`config.mk`:
```
export PLATFORM = sky130hd
export DESIGN_NAME = argmax_collector
export DESIGN_NICKNAME = d
export VERILOG_FILES = /design/src/rtl/mlp_pkg.sv /design/src/rtl/argmax_rf.sv /design/src/rtl/argmax_collector.sv
export SDC_FILE = /design/constraint.sdc
export NUM_CORES = 1
export LEC_CHECK = 0
export BUFFER_PORTS_ARGS = -buffer_cell sky130_fd_sc_hd__buf_2
export CORE_UTILIZATION = 50
export DETAILED_ROUTE_END_ITERATION = 8
export PLACE_DENSITY_LB_ADDON = 0.1
export SETUP_SLACK_MARGIN = 0.3
export SYNTH_ARGS = -nofsm -noshare
export SYNTH_HDL_FRONTEND = slang
export SYNTH_SLANG_ARGS = --single-unit
```
`constraint.sdc`:
```
create_clock -name clk -period 2.3 [get_ports clk]
set_input_delay 0.46 -clock clk [delete_from_list [all_inputs] [get_ports clk]]
set_output_delay 0.46 -clock clk [all_outputs]
set_load 0.1 [all_outputs]
```
`src/rtl/mlp_pkg.sv`:
```
// mlp_pkg: constants and state codes shared by the MLP accelerator blocks.
// Holds the global controller state codes, the default y data width and the
// state enum of the argmax collector.
package mlp_pkg;

    // Default width of the y buffer data path (signed two's complement).
    localparam int DATA_W_DEFAULT = 16;

    // Global controller present-state codes; LAYER5 is the output layer.
    typedef enum logic [2:0] {
        IDLE   = 3'b000,
        LAYER1 = 3'b001,
        LAYER2 = 3'b010,
        LAYER3 = 3'b011,
        LAYER4 = 3'b100,
        LAYER5 = 3'b101,
        DONE   = 3'b110
    } ctrl_state_e;

    // Argmax collector FSM states.
    typedef enum logic [1:0] {
        AM_IDLE   = 2'd0,
        AM_SCAN   = 2'd1,
        AM_COMMIT = 2'd2,
        AM_FULL   = 2'd3
    } am_state_e;

endpackage

```
`src/rtl/argmax_rf.sv`:
```
// argmax_rf: DEPTH x WIDTH register file, one synchronous write port and one
// registered read port. Reads of addresses at or beyond DEPTH return 0.
// The storage array is deliberately not reset; only the read register is.
module argmax_rf #(
    parameter int DEPTH = 10,
    parameter int WIDTH = 4,
    parameter int AW    = 4
) (
    input  logic             clk,
    input  logic             rst_n,
    input  logic             we_i,
    input  logic [AW-1:0]    wa_i,
    input  logic [WIDTH-1:0] wd_i,
    input  logic [AW-1:0]    ra_i,
    output logic [WIDTH-1:0] rd_o
);

    // One extra bit so DEPTH == 2**AW still compares correctly.
    localparam logic [AW:0] DEPTH_EXT = (AW + 1)'(DEPTH);

    logic [WIDTH-1:0] mem_q [DEPTH];
    logic [WIDTH-1:0] rd_q;
    logic             wa_ok;
    logic             ra_ok;

    assign wa_ok = ({1'b0, wa_i} < DEPTH_EXT);
    assign ra_ok = ({1'b0, ra_i} < DEPTH_EXT);

    // Storage write: only in-range addresses are written.
    always_ff @(posedge clk) begin
        if (we_i && wa_ok) begin
            mem_q[wa_i] <= wd_i;
        end
    end

    // Registered read: one cycle latency, out-of-range reads return zero.
    always_ff @(posedge clk or negedge rst_n) begin
        if (!rst_n) begin
            rd_q <= '0;
        end else if (ra_ok) begin
            rd_q <= mem_q[ra_i];
        end else begin
            rd_q <= '0;
        end
    end

    assign rd_o = rd_q;

endmodule

```
`src/rtl/argmax_collector.sv`:
```
// argmax_collector: snoops output-layer writes into the y buffer, finds the
// argmax class of each picture's NUM_CLASS outputs, stores it per picture and
// raises all_done_o after MAX_NUMBER_PIC pictures.
// Optional build macro ARGMAX_SCORE_EN adds the winning score to the result
// strobe and a parallel score register file with its own readback port.
//
// Handshake: there is no back-pressure. A sample is accepted on any cycle with
// y_en && y_wen && ps == OUT_PS; result_valid_o is a one-cycle pulse and
// result_class_o/result_pic_o are valid in that same cycle.
module argmax_collector
    import mlp_pkg::*;
#(
    parameter int          MAX_NUMBER_PIC = 10,
    parameter int          NUM_CLASS      = 10,
    parameter int          DATA_W         = DATA_W_DEFAULT,
    parameter logic [2:0]  OUT_PS         = LAYER5
) (
    input  logic              clk,
    input  logic              rst_n,
    input  logic              clear_i,
    input  logic [2:0]        ps,
    input  logic              y_en,
    input  logic              y_wen,
    input  logic [DATA_W-1:0] y_data,
    output logic              result_valid_o,
    output logic [3:0]        result_class_o,
    output logic [3:0]        result_pic_o,
    output logic [3:0]        pic_count_o,
    output logic              all_done_o,
    output logic              err_o,
    input  logic [3:0]        rd_addr_i,
    output logic [3:0]        rd_class_o
`ifdef ARGMAX_SCORE_EN
    ,
    output logic [DATA_W-1:0] result_score_o,
    output logic [DATA_W-1:0] rd_score_o
`endif
);

    // Class index, class counter and picture counter are 4 bits wide.
    if (NUM_CLASS < 1 || NUM_CLASS > 16 ||
        MAX_NUMBER_PIC < 1 || MAX_NUMBER_PIC > 16) begin : g_bad_cfg
        $error("argmax_collector: NUM_CLASS and MAX_NUMBER_PIC must be in 1..16");
    end

    localparam logic [3:0] LAST_CLS = 4'(NUM_CLASS - 1);
    localparam logic [3:0] LAST_PIC = 4'(MAX_NUMBER_PIC - 1);

    am_state_e                state_q;
    logic signed [DATA_W-1:0] max_q;
    logic [3:0]               idx_q;
    logic [3:0]               cls_cnt_q;
    logic [3:0]               pic_cnt_q;
    logic [3:0]               last_class_q;
    logic [3:0]               last_pic_q;
    logic                     all_done_q;
    logic                     err_q;

    logic                     in_out_layer;
    logic                     sample;
    logic                     commit_fire;
    logic signed [DATA_W-1:0] y_signed;

    assign in_out_layer = (ps == OUT_PS);
    assign sample       = y_en && y_wen && in_out_layer;
    assign y_signed     = $signed(y_data);

    // A commit happens in the COMMIT cycle unless a run clear overrides it.
    assign commit_fire  = (state_q == AM_COMMIT) && !clear_i;

    // Argmax FSM: collects samples, commits the winner, tracks run progress.
    always_ff @(posedge clk or negedge rst_n) begin
        if (!rst_n) begin
            state_q      <= AM_IDLE;
            max_q        <= '0;
            idx_q        <= '0;
            cls_cnt_q    <= '0;
            pic_cnt_q    <= '0;
            last_class_q <= '0;
            last_pic_q   <= '0;
            all_done_q   <= 1'b0;
            err_q        <= 1'b0;
        end else if (clear_i) begin
            // Run clear wins over any same-cycle sample or commit.
            state_q    <= AM_IDLE;
            cls_cnt_q  <= '0;
            pic_cnt_q  <= '0;
            all_done_q <= 1'b0;
            err_q      <= 1'b0;
        end else begin
            case (state_q)
                AM_IDLE: begin
                    if (sample) begin
                        max_q     <= y_signed;
                        idx_q     <= '0;
                        cls_cnt_q <= 4'd1;
                        state_q   <= AM_SCAN;
                    end
                end

                AM_SCAN: begin
                    if (!in_out_layer) begin
                        // Controller left the output layer mid-picture:
                        // drop the partial picture and flag it.
                        err_q     <= 1'b1;
                        cls_cnt_q <= '0;
                        state_q   <= AM_IDLE;
                    end else if (sample) begin
                        // Strict compare: ties keep the lowest index.
                        if (y_signed > max_q) begin
                            max_q <= y_signed;
                            idx_q <= cls_cnt_q;
                        end
                        cls_cnt_q <= cls_cnt_q + 4'd1;
                        if (cls_cnt_q == LAST_CLS) begin
                            state_q <= AM_COMMIT;
                        end
                    end
                end

                AM_COMMIT: begin
                    last_class_q <= idx_q;
                    last_pic_q   <= pic_cnt_q;
                    pic_cnt_q    <= pic_cnt_q + 4'd1;
                    if (pic_cnt_q == LAST_PIC) begin
                        all_done_q <= 1'b1;
                        state_q    <= AM_FULL;
                        if (sample) begin
                            err_q <= 1'b1;
                        end
                    end else if (sample) begin
                        // First sample of the next picture arrives here.
                        max_q     <= y_signed;
                        idx_q     <= '0;
                        cls_cnt_q <= 4'd1;
                        state_q   <= AM_SCAN;
                    end else begin
                        state_q <= AM_IDLE;
                    end
                end

                AM_FULL: begin
                    if (sample) begin
                        err_q <= 1'b1;
                    end
                end

                default: begin
                    state_q <= AM_IDLE;
                end
            endcase
        end
    end

    assign result_valid_o = commit_fire;
    assign result_class_o = commit_fire ? idx_q : last_class_q;
    assign result_pic_o   = commit_fire ? pic_cnt_q : last_pic_q;
    assign pic_count_o    = pic_cnt_q;
    assign all_done_o     = all_done_q;
    assign err_o          = err_q;

    argmax_rf #(
        .DEPTH (MAX_NUMBER_PIC),
        .WIDTH (4),
        .AW    (4)
    ) u_class_rf (
        .clk   (clk),
        .rst_n (rst_n),
        .we_i  (commit_fire),
        .wa_i  (pic_cnt_q),
        .wd_i  (idx_q),
        .ra_i  (rd_addr_i),
        .rd_o  (rd_class_o)
    );

`ifdef ARGMAX_SCORE_EN
    logic [DATA_W-1:0] last_score_q;

    // Holds the last committed winning score between strobes.
    always_ff @(posedge clk or negedge rst_n) begin
        if (!rst_n) begin
            last_score_q <= '0;
        end else if (commit_fire) begin
            last_score_q <= max_q;
        end
    end

    assign result_score_o = commit_fire ? max_q : last_score_q;

    argmax_rf #(
        .DEPTH (MAX_NUMBER_PIC),
        .WIDTH (DATA_W),
        .AW    (4)
    ) u_score_rf (
        .clk   (clk),
        .rst_n (rst_n),
        .we_i  (commit_fire),
        .wa_i  (pic_cnt_q),
        .wd_i  (max_q),
        .ra_i  (rd_addr_i),
        .rd_o  (rd_score_o)
    );
`endif

endmodule

```
* Yosys cells after proc, flatten, opt, wreduce, memory -nomap -nowiden
Memory sizes are Yosys's and may differ from the RTL's.
Cells that the tools add are included.
** Word-level totals
- Output and inout bits :: 19
- Logic and storage cells :: 91
- Bits in latches :: 0
- Input port bits :: 28
- Bits in registers :: 44
- Memory bits (writable) :: 40
- Bits in read-only memories :: 0
- Memories :: 1
** Memories
- u_class_rf.mem_q :: words 10, bits a word 4, read ports 1, clocked after Yosys merged registers in 0, wr ports 1, RTL line argmax_rf.sv:21 : logic [WIDTH-1:0] mem_q [DEPTH];
** Cells by class
- $lt $le $gt $ge :: 3
- Multiplexer cells :: 41
- Add/subtract/negate cells :: 2
- Bitwise logic cells :: 1
- Reduce and logical (&&, ||, !) cells :: 17
- $mul :: 0
- Divide/modulo/power cells :: 0
- Shift operators :: 0
- Equal/unequal tests :: 16
** Operators with widths (count)
- 16-bit two-way mux :: 5
- 4-bit two-way mux :: 15
- 16-bit case mux with 3 select lines :: 1
- 4-bit case mux with 3 select lines :: 2
- 16-bit > comparator :: 1
- 2-bit two-way mux :: 6
- 1-bit two-way mux :: 10
- 3-bit != test, second input constant :: 3
- 4-bit by 1-bit adder with 4-bit output, second input constant :: 2
- 4-bit equality test, second input constant :: 2
- 4-bit < comparator, second input constant :: 2
- 2-bit != test, second input constant :: 4
- 4-bit != test, second input constant :: 2
- 4-bit nonzero test :: 2
- 2-bit case mux with 3 select lines :: 1
- 3-bit AND reduction :: 2
- 6-bit AND reduction :: 1
- 2-bit equality test, second input constant :: 2
- 1-bit logical AND :: 4
- 2-bit AND reduction :: 2
- 4-bit AND reduction :: 1
- 2-bit nonzero test :: 2
- 3-bit equality test, second input constant :: 1
- 3-bit by 2-bit != test with 1-bit output, second input constant :: 1
- 6 further kinds :: 6

* Depth between registers and ports, before layout
- Depth in word-level cells :: 6
- Gate-level depth with buffers :: 10
- Mapped depth without buffers :: 8

* By module
Synthesis repeated with hierarchy kept, for this count alone.
** Unflattened totals
- Cell total of the unflattened synthesis :: 369
- Area total of the unflattened synthesis :: 4259.1 sq um
** Modules (own cells, without submodules)
- argmax_collector :: area each 2488.6 sq um, instances 1, sequential area each 1001.0 sq um, cells each 262
- argmax_rf :: area each 1770.4 sq um, instances 1, sequential area each 1301.2 sq um, cells each 107

* Worst setup path after synthesis
No wires, ideal clock.
- Path type :: reg-to-output
- Start point :: register state_q[0]
- End point :: output port result_pic_o[0]
- Path slack :: -1.654 ns
- Buffers on the path :: 3
- Data arrival time :: 3.494 ns
- Data required time :: 1.840 ns
- Stages on the path, launching flop included :: 8
- Cell sequence :: dfrtp_1 -> inv_1 -> ha_1 -> clkbuf_1 -> nand2b_1 -> clkbuf_1 -> clkbuf_1 -> o21ai_0
** On the way
- Cells in the longest elaborated chain, start to end :: 3
** Ends and longest elaborated chain
- from (decl) :: RTL line argmax_collector.sv:49 : am_state_e state_q;
- from (signal assigned) :: RTL line argmax_collector.sv:74 : state_q <= AM_IDLE;
- from (signal assigned) :: RTL line argmax_collector.sv:85 : state_q <= AM_IDLE;
- from (signal assigned) :: RTL line argmax_collector.sv:97 : state_q <= AM_SCAN;
- 2-bit equality test :: RTL line argmax_collector.sv:69 : assign commit_fire = (state_q == AM_COMMIT) && !clear_i;
- 1-bit logical AND :: RTL line argmax_collector.sv:69
- 4-bit two-way mux :: RTL line argmax_collector.sv:157 : assign result_pic_o = commit_fire ? pic_cnt_q : last_pic_q;
- to (decl) :: RTL line argmax_collector.sv:27 : output logic [3:0] result_pic_o,
Every way passes these cells.

* Worst setup path in the final report
- Start point :: register max_q[13]
- End point :: register max_q[15]
** On the way
- Cells in the longest elaborated chain, start to end :: 3
** Ends and longest elaborated chain
- from (decl) :: RTL line argmax_collector.sv:50 : logic signed [DATA_W-1:0] max_q;
- from (signal assigned) :: RTL line argmax_collector.sv:94 : max_q <= y_signed;
- from (signal assigned) :: RTL line argmax_collector.sv:111 : max_q <= y_signed;
- from (signal assigned) :: RTL line argmax_collector.sv:133 : max_q <= y_signed;
- 16-bit > comparator :: RTL line argmax_collector.sv:110 : if (y_signed > max_q) begin
- 2-bit != test (no line)
- 6-bit AND reduction (no line)
Every way passes these cells.
A chain may end at the register's enable or synchronous reset.

==> metrics.cfg <==
[global_routing]
grt_first_pass_wirelength_mm=15.95
grt_pass1_vias=3285
antenna_found_initial=0
track_usage_pct=23.27
grt_overflow_total=0
grt_max_degree=50

[clocking]
cts_tree=done
cts.sinks=84
clk_pin_slew_ns=0.09
clk_path_buf_depth=2
cts_inserted_buffers=9
cts_hold_buffers=0
cts-root-buf=clkbuf_8
htreeDepth=3
clock_latency_ns=0.35

[timing]
max_freq_mhz=426.8
relSlewSlack_pct=67.60
fin_crit_ns=2.343
holdWs_ns=0.04813
setup_slack_ns=-0.04275
drv_slew=0
fin_crit_sh_pct=101.9
tightest_slew_ns=0.4893
hold_viol=0
grt_setup_unrepaired=yes
setup_viol=12
finalClockSkew_ns=0.01062

[setup_path]
required_ns=2.54
cp_slowest_stage_delay_ns=0.38
path_class=reg -> reg
r2r-start=max_q[13]
worstPathArrival_ns=2.59
cp_slowest_cell=a221o_2
cp-startpoint=max_q[13]
cp-end-kind=flip-flop
start_kind=flip-flop
cp_cell_sequence=inv_1, ha_4, nand4_1, or2_1, a221o_2, buf_6, a21oi_4, buf_6, nand4_1, o311ai_2
cp_max_fo=5

[placement]
place_hpwl_mm=6.788
preCtsSetupSlack_ns=-0.2887
gp_congestion=0.7669
io_buffer_count=46

[power_and_ir_drop]
power_mw=5.177
switching_power_mw=1.942
pwr-share-seq_pct=38.2
comb_power_share_pct=43.4
powerDensity_nw_per_um2=865.0
p_int_mw=3.235
p_leak_nw=2.421
clockPowerShare_pct=18.4
swShare_pct=37.51
vdd_drop_max_v=0.0004407

[final_layout]
diodes=0
syn_to_final_growth_pct=34.72
final_cell_mix=56 x buf_4, 40 x dfrtp_1, 40 x edfxtp_1, 37 x buf_2, 28 x nor2_1
final_common_cell=buf_4
drive_above_1_share_pct=44.29
nets=539

[die]
coreArea_um2=8678
rows=34
die_x_um=96.27
initial_core_util_pct=51.20
io_pins=47
dieHeight_um=96.27
dieArea_um2=9267

[logic_synthesis]
synth-edff-count=40
synth_cell_types=50
synthesis.nets=431
yosysTopAreaCell=edfxtp_1
synth_cells=377
ys_ff_latch=84
yosysWarnings=0
synth_flop_cell=dfrtp_1
synth_top_area_share_pct=27.03
syn_avg_cell_area_um2=11.79
ys_seq_area_share_pct=51.82
synth.area.top_cells=edfxtp_1 27%, dfrtp_1 25%, ha_1 7.3%, mux4_2 4.1%, o311ai_2 3.7%
async_reset_ff_share_pct=52.38
syn_area_um2=4443

[routing]
vias_per_cell=5.739
ant_nets=0
vias=3432
drc_errors=0
dr_wl_met3_um=486
wl_per_cell_um=16.94
drt-met1-wl_mm=4.667
dr_wl_met2_mm=4.854
wirelength_mm=10.13
dr.pass1.iters=4
first_iter_violations=155
top_layer=met4

[outcome]
outcome=finished with violations
failed_checks=negative setup slack

[run]
max-cap-violations=0

[worst_hold_path]
hp-class=in -> async

routing by layer:
layer	global-route usage [%]	up-vias
met1	32.30	1690
met2	35.87	89
met3	4.739	10
li1	-	1643
met5	0	-
met4	8.955	0
Yosys cell counts, types with 2 or more instances:
cell      instances
a211oi_1          2
a21oi_1          13
a21oi_4           2
a31oi_1          15
and2_1           11
buf_2             7
clkbuf_1         12
dfrtp_1          44
edfxtp_1         40
ha_1             26
inv_1            26
mux2_2            6
mux2i_1           9
mux4_2            8
nand2_1          19
nand2b_1          2
nand3_1           5
nand3b_1          8
nand4_1          19
nor2_1           31
nor3_1            3
nor3b_1           2
o211ai_1          3
o21ai_0          15
o221ai_1          6
o311ai_1          7
o311ai_2         10
or2_1             2
or3_1             2
xor2_1            2
worst max-delay path: cells and delay by family, from the launching register on:
kind            cells  cell delay, ns
compound gates      3            0.69
simple gates        3            0.54
buf+inv             3            0.38
fa+ha+maj           1            0.29
flops               1            0.34
layout make-up:
type                            count  area (um^2)
Clock inverter                      7        50.05
Inverter                           26        101.3
Tap cell                          108        135.1
Multi-Input combinational cell    247         2273
Timing Repair Buffer              117        989.7
Clock buffer                        9        123.9
Fill cell                         658         2693
Sequential cell                    84         2312
power by group through the flow:
stage                     logic, mW  clock network [mW]  registers (mW)
after CTS                      2.06               0.976            1.97
final                          2.25               0.955            1.98
after floorplan                1.22                   0            2.00
after detailed placement       1.91                   0            2.00
after global placement         1.86                   0            1.99
after global routing           2.42                1.05            2.00
registers in the layout, indices dropped and copies added (netlist names):
register,cells
u_class_rf.mem_q,40
err_o,1
state_q,2
all_done_o,1
last_class_q,4
cls_cnt_q,4
max_q,16
last_pic_q,4
idx_q,4
pic_count_o,4
u_class_rf.rd_o,4
timing repair:
item	CTS	global route
gates cloned	1	0
buffers inserted	15	7
endpoints found under the setup margin	30	68
pin swaps	27	8
resized for setup	25	29
worst paths after layout:
| check | end | slack [ns] | cells after the start |
|---|---|---|---|
| worst max-delay path | max_q[15] | -0.04 | 10 |
| worst min-delay path | last_class_q[1] | 0.05 | 1 |
| worst max register to register | max_q[15] | -0.04 | 10 |
| worst min register to register | err_o | 0.52 | 2 |
| max in group asynchronous | pic_count_o[2] | 1.72 | 2 |
| min in group clk | u_class_rf.rd_o[1] | 0.39 | 2 |
cell families (layout without fill, tap and decap cells):
kind of cell	after synthesis	count (layout)	share of synthesized area, %
flip-flops	84	84	51.82
AND/OR/NAND/NOR	111	112	13.07
AO/OA/AOI/OAI	83	83	15.18
buffers and inverters	47	159	4.421
adder cells (fa/ha/maj)	26	26	7.322
XOR/XNOR	3	3	0.5915
multiplexers	23	23	7.603
stage by stage:
stage                     instance area, um^2  TNS [ns]  instances  util (%)
after floorplan                          4646   -0.7085        377         -
after global placement                   5421    -4.042        559     62.47
after detailed placement                 5421    -5.043        559     62.47
after CTS                                5806   -0.2088        591     66.90
after global routing                     5986    -1.934        598     68.97
final                                    5986   -0.1531        598     68.97
No activity file was read; power rests on OpenSTA's default activity.
